### src/rtl/fb_pkg.sv
// Shared framebuffer types and constants for the drawing paths.
// Pure definitions: no latency, no flow control.
package fb_pkg;

  localparam int H_RES    = 160;
  localparam int V_RES    = 120;
  localparam int FB_WORDS = H_RES * V_RES;
  localparam int ADDR_W   = 15;

  typedef logic [2:0] colour_t;

  typedef struct packed {
    logic [ADDR_W-1:0] addr;
    colour_t           colour;
  } pixel_req_t;

  typedef enum logic {
    RUN   = 1'b0,
    CLEAR = 1'b1
  } pb_state_t;

  // y*160 as two shifts keeps the multiplier out of the push path.
  function automatic logic [ADDR_W-1:0] xy_to_addr(input logic [7:0] x, input logic [6:0] y);
    logic [ADDR_W-1:0] yy;
    yy = {8'd0, y};
    return (yy << 7) + (yy << 5) + {7'd0, x};
  endfunction

endpackage

### src/rtl/plot_buffer_if.sv
// Framebuffer write port: word address, colour, write request held until ready.
// Master owns fb_we/fb_addr/fb_data; slave (memory) owns fb_ready.
interface plot_buffer_if;
  import fb_pkg::*;

  logic [ADDR_W-1:0] fb_addr;
  colour_t           fb_data;
  logic              fb_we;
  logic              fb_ready;

  modport master (output fb_addr, output fb_data, output fb_we, input fb_ready);
  modport slave  (input fb_addr, input fb_data, input fb_we, output fb_ready);
endinterface

### src/rtl/sync_fifo.sv
// Generic single-clock FIFO with wrap-bit pointers; pop data is the head, read combinationally.
// Push accepted when not full or popping in the same cycle; pop ignored when empty.
module sync_fifo #(
  parameter int WIDTH = 18,
  parameter int DEPTH = 16
) (
  input  logic             clk,
  input  logic             rst_n,
  input  logic             push,
  input  logic [WIDTH-1:0] push_dat,
  input  logic             pop,
  output logic [WIDTH-1:0] pop_dat,
  output logic             full,
  output logic             empty
);

  localparam int PW = $clog2(DEPTH);

  logic [PW:0]      wr_ptr;
  logic [PW:0]      rd_ptr;
  logic [WIDTH-1:0] mem [DEPTH];
  logic             wr_en;
  logic             rd_en;

  assign empty   = (wr_ptr == rd_ptr);
  assign full    = (wr_ptr[PW] != rd_ptr[PW]) && (wr_ptr[PW-1:0] == rd_ptr[PW-1:0]);
  assign rd_en   = pop && !empty;
  assign wr_en   = push && (!full || rd_en);
  assign pop_dat = mem[rd_ptr[PW-1:0]];

  always_ff @(posedge clk or negedge rst_n) begin
    if (!rst_n) begin
      wr_ptr <= '0;
      rd_ptr <= '0;
    end else begin
      if (wr_en) wr_ptr <= wr_ptr + 1'b1;
      if (rd_en) rd_ptr <= rd_ptr + 1'b1;
    end
  end

  always_ff @(posedge clk) begin
    if (wr_en) mem[wr_ptr[PW-1:0]] <= push_dat;
  end

endmodule

### src/rtl/plot_buffer.sv
// Buffers drawer plot strobes into framebuffer writes, filters off-screen pixels, sweeps screen clears.
// Strobe to fb_we is 2 cycles min; fb_ready low holds the output word and fills the FIFO, then drops with overflow.
module plot_buffer import fb_pkg::*; #(
  parameter int DEPTH = 16,
  parameter int H_RES = 160,
  parameter int V_RES = 120
) (
  input  logic                 clk,
  input  logic                 rst_n,
  input  logic [7:0]           vga_x,
  input  logic [6:0]           vga_y,
  input  colour_t              vga_colour,
  input  logic                 vga_plot,
  input  logic                 clear_start,
  input  colour_t              clear_colour,
  plot_buffer_if.master        fb,
  output logic                 idle,
  output logic                 clear_done,
  output logic                 overflow,
  output logic [7:0]           drop_count
);

  localparam logic [ADDR_W-1:0] WORDS = ADDR_W'(H_RES * V_RES);

  pb_state_t         state, state_n;
  logic [ADDR_W-1:0] clr_cnt;
  colour_t           clr_colour;
  pixel_req_t        out_word, nxt_word, fifo_head, push_word;
  logic              fb_we_q, nxt_we;
  logic              fifo_full, fifo_empty, fifo_pop;
  logic              on_screen, push_req, push_ok;
  logic              load, clr_step, done_n;

  assign on_screen = (vga_x < 8'(H_RES)) && (vga_y < 7'(V_RES));
  assign push_req  = vga_plot && on_screen;
  assign push_ok   = push_req && (!fifo_full || fifo_pop);
  assign push_word = '{addr: xy_to_addr(vga_x, vga_y), colour: vga_colour};
  assign load      = !fb_we_q || fb.fb_ready;

  sync_fifo #(.WIDTH($bits(pixel_req_t)), .DEPTH(DEPTH)) u_fifo (
    .clk      (clk),
    .rst_n    (rst_n),
    .push     (push_req),
    .push_dat (push_word),
    .pop      (fifo_pop),
    .pop_dat  (fifo_head),
    .full     (fifo_full),
    .empty    (fifo_empty)
  );

  always_ff @(posedge clk or negedge rst_n) begin
    if (!rst_n) state <= RUN;
    else        state <= state_n;
  end

  always_comb begin
    state_n  = state;
    fifo_pop = 1'b0;
    nxt_we   = fb_we_q;
    nxt_word = out_word;
    clr_step = 1'b0;
    done_n   = 1'b0;
    case (state)
      RUN: begin
        if (load) begin
          nxt_we   = !fifo_empty;
          fifo_pop = !fifo_empty;
          if (!fifo_empty) nxt_word = fifo_head;
        end
        if (clear_start) state_n = CLEAR;
      end
      CLEAR: begin
        if (load) begin
          nxt_we   = (clr_cnt != WORDS);
          clr_step = (clr_cnt != WORDS);
          if (clr_cnt != WORDS) nxt_word = '{addr: clr_cnt, colour: clr_colour};
        end
        // clr_cnt reaches WORDS only once the last clear word is in the output register
        if ((clr_cnt == WORDS) && fb_we_q && fb.fb_ready) begin
          state_n = RUN;
          done_n  = 1'b1;
        end
      end
      default: state_n = RUN;
    endcase
  end

  always_ff @(posedge clk or negedge rst_n) begin
    if (!rst_n) begin
      fb_we_q    <= 1'b0;
      out_word   <= '0;
      clr_cnt    <= '0;
      clr_colour <= '0;
      clear_done <= 1'b0;
      overflow   <= 1'b0;
      drop_count <= '0;
    end else begin
      fb_we_q    <= nxt_we;
      out_word   <= nxt_word;
      clear_done <= done_n;
      if (state == RUN && clear_start) begin
        clr_cnt    <= '0;
        clr_colour <= clear_colour;
      end else if (clr_step) begin
        clr_cnt <= clr_cnt + 1'b1;
      end
      if (push_req && !push_ok) overflow <= 1'b1;
      if (vga_plot && !on_screen && drop_count != 8'hFF) drop_count <= drop_count + 1'b1;
    end
  end

  assign fb.fb_we   = fb_we_q;
  assign fb.fb_addr = out_word.addr;
  assign fb.fb_data = out_word.colour;
  assign idle       = (state == RUN) && fifo_empty && !fb_we_q;

endmodule
### src/flat_wrapper.sv
// flat-port wrapper written by rule: the top's interface ports become plain ports
module plot_buffer_flat import fb_pkg::*;
#(
  parameter int DEPTH = 16,
  parameter int H_RES = 160,
  parameter int V_RES = 120
)
  (clk, rst_n, vga_x, vga_y, vga_colour, vga_plot, clear_start, clear_colour, idle, clear_done, overflow, drop_count, fb_fb_addr, fb_fb_data, fb_fb_we, fb_fb_ready);
  plot_buffer_if fb_i ();
  input  logic clk;
  input  logic rst_n;
  input  logic [7:0] vga_x;
  input  logic [6:0] vga_y;
  input  colour_t vga_colour;
  input  logic vga_plot;
  input  logic clear_start;
  input  colour_t clear_colour;
  output logic idle;
  output logic clear_done;
  output logic overflow;
  output logic [7:0] drop_count;
  output wire logic [$bits(fb_i.fb_addr)-1:0] fb_fb_addr;
  output wire logic [$bits(fb_i.fb_data)-1:0] fb_fb_data;
  output wire logic [$bits(fb_i.fb_we)-1:0] fb_fb_we;
  input wire logic [$bits(fb_i.fb_ready)-1:0] fb_fb_ready;
  assign fb_fb_addr = fb_i.fb_addr;
  assign fb_fb_data = fb_i.fb_data;
  assign fb_fb_we = fb_i.fb_we;
  assign fb_i.fb_ready = fb_fb_ready;
  plot_buffer #(.DEPTH(DEPTH), .H_RES(H_RES), .V_RES(V_RES)) u_core (.clk(clk), .rst_n(rst_n), .vga_x(vga_x), .vga_y(vga_y), .vga_colour(vga_colour), .vga_plot(vga_plot), .clear_start(clear_start), .clear_colour(clear_colour), .fb(fb_i), .idle(idle), .clear_done(clear_done), .overflow(overflow), .drop_count(drop_count));
endmodule
### config.mk
export PLATFORM = sky130hd
export DESIGN_NAME = plot_buffer_flat
export DESIGN_NICKNAME = d
export VERILOG_FILES = /design/src/rtl/fb_pkg.sv /design/src/rtl/plot_buffer_if.sv /design/src/rtl/sync_fifo.sv /design/src/rtl/plot_buffer.sv /design/src/flat_wrapper.sv
export SDC_FILE = /design/constraint.sdc
export NUM_CORES = 1
export LEC_CHECK = 0
export BUFFER_PORTS_ARGS = -buffer_cell sky130_fd_sc_hd__buf_4
export CAP_MARGIN = 10
export CORE_MARGIN = 2
export CORE_UTILIZATION = 45
export CTS_CLUSTER_DIAMETER = 200
export CTS_CLUSTER_SIZE = 12
export DETAILED_ROUTE_END_ITERATION = 10
export GPL_ROUTABILITY_DRIVEN = 0
export MAX_ROUTING_LAYER = met4
export PLACE_DENSITY = 0.58
export SLEW_MARGIN = 20
export SYNTH_ARGS = -nofsm -noshare
export SYNTH_HDL_FRONTEND = slang
export SYNTH_HIERARCHICAL = 1
export SYNTH_SLANG_ARGS = --single-unit
### constraint.sdc
create_clock -name clk -period 4.1 [get_ports clk]
set_input_delay 0.615 -clock clk [delete_from_list [all_inputs] [get_ports clk]]
set_output_delay 0.615 -clock clk [all_outputs]
set_load 0.01 [all_outputs]
After elaboration in Yosys (flattened, before gate mapping) --
Memories as Yosys holds them, arrays and structs flattened. Cells that the tools add are included.
Storage, ports and cells: input bits 26, RAM bits 288, memories kept 1, output and inout bits 30, register bits 58, word-level logic and storage cells 77
Cells by class: magnitude comparators 2, bitwise gates (word level) 1, multiplexer cells 21, reductions and logical operators 25, add/sub/neg operators 6, equality and inequality tests 10
Memories:
- u_core.u_fifo.mem | depth 16, bits a word 18, read ports 1, clocked after Yosys merged registers in 0, wr ports 1, RTL line sync_fifo.sv:21 | logic [WIDTH-1:0] mem [DEPTH];
Operators by type and width (count):
- $mux W18 | 4
- $pmux W18 S2 | 1
- $mux W15 | 2
- $add A14 B12 Y15 | 1
- $add A15 B1 Y15 const B | 1
- $add A15 B8 Y15 | 1
- $eq A15 B15 Y1 const B | 1
- $ne A15 B15 Y1 const B | 1
- $logic_and A1 B1 Y1 | 14
- $mux W1 | 12
- $add A5 B1 Y5 const B | 2
- $add A8 B1 Y8 const B | 1
- $lt A8 B8 Y1 const B | 1
- $ne A8 B8 Y1 const B | 1
- $lt A7 B7 Y1 const B | 1
- $ne A2 B2 Y1 const B | 3
- $eq A5 B5 Y1 | 1
- $logic_not A1 Y1 | 5
- $eq A4 B4 Y1 | 1
- $pmux W1 S2 | 2
- $reduce_and A4 Y1 | 1
- $logic_or A1 B1 Y1 | 3
- $ne A2 B1 Y1 const B | 1
- $reduce_and A2 Y1 | 1
- 3 further kinds | 3

Logic depth before layout (Yosys ltp) --
word-level depth 9, depth in mapped cells 11, mapped depth without buffers 9

Hierarchy --
The synthesis kept the hierarchy.
By module, submodules not included:
- sync_fifo | seq. area each 8898.5 um2, area an instance 11471.0 um2, times used 1, cells each 513
- plot_buffer | seq. area each 1201.2 um2, area an instance 2765.2 um2, times used 1, cells each 283

Worst setup path before layout --
Ideal clock, no wire load.
path kind reg2reg, start point reg u_core.u_fifo.wr_ptr[2], end point mem u_core.u_fifo.mem[11][0], enable pin, cell stages (with the launch flop) 10, required time 3680 ps, setup slack 627 ps, data arrival time 3053 ps, clock period less this slack 3473 ps, path buffers 1, setup time 420 ps, path through dfrtp_1 -> buf_2 -> xnor2_1 -> nand4_2 -> or2_4 -> inv_1 -> or3_1 -> inv_1 -> o311ai_4 -> nor3b_1
Between the ends: word-level cells in the longest chain between the ends 9, elaborated cells between the ends (all ways) 12, those cells by class eq/ne: 2; mux: 4; reduce/logical: 6
RTL lines:
- start: declaration | RTL line sync_fifo.sv:19 | logic [PW:0] wr_ptr;
- start signal: assignment | RTL line sync_fifo.sv:36 | if (wr_en) wr_ptr <= wr_ptr + 1'b1;
- $eq A5 B5 Y1 | RTL line sync_fifo.sv:25 | assign empty = (wr_ptr == rd_ptr);
- via u_core.fifo_empty | RTL line plot_buffer.sv:30 | logic fifo_full, fifo_empty, fifo_pop;
- $logic_not A1 Y1 | RTL line plot_buffer.sv:67 | fifo_pop = !fifo_empty;
- $mux W1 | RTL line plot_buffer.sv:65 | if (load) begin
- $mux W1 | RTL line plot_buffer.sv:63 | case (state)
- via u_core.fifo_pop | RTL line plot_buffer.sv:30
- $logic_and A1 B1 Y1 | RTL line sync_fifo.sv:27 | assign rd_en = pop && !empty;
- $logic_or A1 B1 Y1 | RTL line sync_fifo.sv:28 | assign wr_en = push && (!full || rd_en);
- $logic_and A1 B1 Y1 | RTL line sync_fifo.sv:28
- $mux W1 | RTL line sync_fifo.sv:42 | if (wr_en) mem[wr_ptr[PW-1:0]] <= push_dat;
- $mux W1 (not written as such) | RTL line sync_fifo.sv:42
- end: declaration | RTL line sync_fifo.sv:21
The timed path passes the listed nets, and every way through them passes these cells.

Final worst setup path --
start point reg u_core.u_fifo.wr_ptr[2], end point mem u_core.u_fifo.mem[14][12], enable pin
The elaborated chain is that of the path after synthesis.

==> impl_metrics.py <==
metrics = {
    "cts": {
        "root_buffer": "clkbuf_16",
        "clk_pin_slew_worst_paths_ns": 0.06,
        "cts_buffer_depth": 3,
        "cts_htree_levels": 2,
        "clock_sinks": 346,
        "worstSkewPairLatency_ns": 0.51,
        "numCtsBuffers": 34,
        "cts_tree": "yes",
        "post_cts_resized": 0,
        "hold_buffers": 0,
        "cts_post_setup_buffers_inserted": 0,
    },
    "timing": {
        "rsz0062_at_grt": "false",
        "setup_ws_ns": 0.840,
        "period_minus_slack_ns": 3.26,
        "fmax_mhz": 307,
        "setup-tns-final_ns": 0,
        "final-hold-violation-count": 0,
        "finalSetupViolCount": 0,
        "fin_crit_sh": 0.795,
        "report.final.slew_viol_count": 0,
        "final.setup_skew_ns": 0.00944,
        "slew_headroom": 0.416,
        "worst_pin_slew_ns": 0.874,
    },
    "finish": {
        "nets": 933,
        "antenna_cells": 0,
        "utilization": 0.515,
        "drive_above_1_share": 0.241,
        "synthToLayoutAreaGrowth_pct": 13.6,
    },
    "setup_path": {
        "worst-path-buf-inv": 3,
        "required_ns": 4.30,
        "critPathCaptureType": "flop",
        "crit_chain": "xnor2_1 -> nand4_2 -> or2_4 -> inv_1 -> or3_1 -> inv_1 -> o31a_1 -> and3_1 -> buf_4",
        "crit_family": "simple AND/OR/NAND/NOR gates",
        "crit_type": "reg -> reg",
        "crit_path_start_kind": "flop",
        "path_common_cell": "inv_1",
        "cp_slowest_stage_delay_ns": 0.52,
        "crit_slowest_cell": "o31a_1",
        "cp_data_arrival_time_ns": 3.46,
        "cp_max_fo": 16,
    },
    "power_and_ir_drop": {
        "p_switching_mw": 2.23,
        "pwr-share-comb": 0.167,
        "irDropWorstVdd_mv": 0.247,
        "p_clk_frac": 0.320,
        "p_per_area_nw_per_um2": 530,
        "sw_frac_of_total": 0.260,
        "power_leakage_nw": 5.78,
        "seq_power_share": 0.514,
        "p_int_mw": 6.33,
    },
    "synthesis": {
        "synth_top_area_frac": 0.607,
        "syn_area_sq_um": 14200,
        "synth-edff-count": 288,
        "ys_warn_count": 6,
        "ys_async_sr_fraction": 0.168,
        "ys.flop_type": "edfxtp_1",
        "ys_types": 51,
        "ys_seq_area_frac": 0.709,
        "yosysTopAreaCell": "edfxtp_1",
        "synth_common_cells": "edfxtp_1 (288), mux4_2 (72), dfrtp_1 (58), nand2_1 (49), a22oi_1 (36)",
        "synthCells": 796,
        "yosysMostFrequentCell": "edfxtp_1",
        "yosys-top-cells-area": "edfxtp_1 (61%), mux4_2 (11%), dfrtp_1 (10%), a22oi_1 (1.9%), ha_1 (1.8%)",
        "syn_nets": 845,
        "synth_seq_cells": 346,
        "synth.avg_cell_area_sq_um": 17.9,
    },
    "routing": {
        "dr_total_vias": 7466,
        "postRouteWirelength_microns": 31200,
        "drtIter0Drc": 554,
        "postRouteAntennaNets": 0,
        "drc": 0,
        "vias_per_cell": 5.75,
        "first_pass_iters": 5,
        "wire_per_inst_microns": 24.0,
    },
    "die": {
        "die_area_sq_um": 33100,
        "io_pins": 56,
        "die_h_microns": 182,
        "start_util": 0.453,
        "fp-row-count": 65,
        "die_w_microns": 182,
        "coreArea_sq_um": 31400,
    },
    "global_routing": {
        "grt_pass1_wl_microns": 46800,
        "antenna_found_initial": 0,
        "grt_max_degree": 76,
        "grt_overflow": 0,
        "grt_use_total": 0.197,
        "grt_pass1_vias": 7661,
    },
    "run": {
        "drv_cap": 0,
    },
    "run_status": {
        "status": "finished clean",
    },
    "placed_design": {
        "pre_cts_slack_ns": 0.852,
        "portBuffers": 55,
        "dp_hpwl_microns": 20200,
    },
    "min_path": {
        "hold_path_class": "in -> async",
    },
}
[sequential cells by signal, summed over array words and instances (netlist names)]
name                  cells
u_core/fb.fb_addr        15
u_core/drop_count         8
u_core/fb.fb_we           1
u_core/clr_colour         3
u_core/state              1
u_core/clr_cnt           15
u_core/u_fifo/rd_ptr      5
u_core/u_fifo/mem       288
u_core/u_fifo/wr_ptr      5
u_core/clear_done         1
u_core/fb.fb_data         3
u_core/overflow           1
[per-stage QoR]
stage | cell area [sq um] | hold WS, ns | std cells | power, mW
final | 16200 | 0.165 | 1299 | 8.56
after CTS | 16200 | 0.190 | 1299 | 8.65
after floorplan | 14200 | 0.319 | 796 | 5.33
after global placement | 15200 | 0.464 | 1250 | 5.87
after detailed placement | 15200 | 0.487 | 1250 | 5.91
after global routing | 16200 | 0.214 | 1299 | 8.92
[layout make-up]
cell class	count	area [sq um]
Inverter	15	56.3
Sequential cell	346	10100
Fill cell	2547	15200
Multi-Input combinational cell	395	3860
Timing Repair Buffer	92	716
Clock inverter	4	37.5
Clock buffer	45	892
Tap cell	402	503
[power by group through the flow]
| stage | Clock, mW | Combinational [mW] | Sequential (mW) |
|---|---|---|---|
| after detailed placement | 0 | 1.44 | 4.47 |
| after floorplan | 0 | 0.917 | 4.42 |
| after CTS | 2.81 | 1.44 | 4.40 |
| after global placement | 0 | 1.42 | 4.45 |
| final | 2.74 | 1.43 | 4.40 |
| after global routing | 2.95 | 1.55 | 4.43 |
[cell usage in the layout (no fill, tap or decap), types with 3 or more instances in the layout]
master,count
mux4_2,72
nor2_1,34
clkbuf_1,11
o21a_1,3
nor2b_1,7
o21ai_0,10
edfxtp_1,288
a21oi_1,19
nand2_1,49
a22oi_1,36
dfrtp_1,56
buf_4,90
xor2_1,6
nand3_1,15
mux2i_1,20
inv_1,15
ha_1,21
and3_1,18
nand2b_1,6
and2_1,4
nor4b_1,3
nand4_1,9
and4_1,6
a211oi_1,3
clkbuf_16,34
xnor2_1,25
[worst paths after layout]
check,start,to,depth (start not counted),slack (ns)
setup reg to reg,u_core/u_fifo/wr_ptr[2],u_core/u_fifo/mem[14][12],9,0.84
max in group asynchronous,rst_n,u_core/u_fifo/rd_ptr[0],1,3.37
min in group clk,clear_colour[0],u_core/clr_colour[0],3,0.30
hold / removal,rst_n,u_core/fb.fb_data[2],1,0.17
hold reg to reg,u_core/clr_colour[2],u_core/clr_colour[2],2,0.49
setup / recovery,u_core/u_fifo/wr_ptr[2],u_core/u_fifo/mem[14][12],9,0.84
[metal layers]
metal	up-vias	wire [microns]	track usage
met5	-	0	-
met4	0	641	0.0523
met3	46	1930	0.0297
met2	249	14900	0.307
met1	3862	13700	0.275
li1	3309	-	-
[cells by family after synthesis]
logic type | after synthesis | share of synthesized area
compound gates | 82 | 0.0404
xor+xnor | 31 | 0.0191
mux | 94 | 0.130
flops | 346 | 0.709
buf+inv | 55 | 0.0206
simple gates | 165 | 0.0597
fa+ha+maj | 23 | 0.0213
Note: power is estimated with default switching activity, not from simulation.
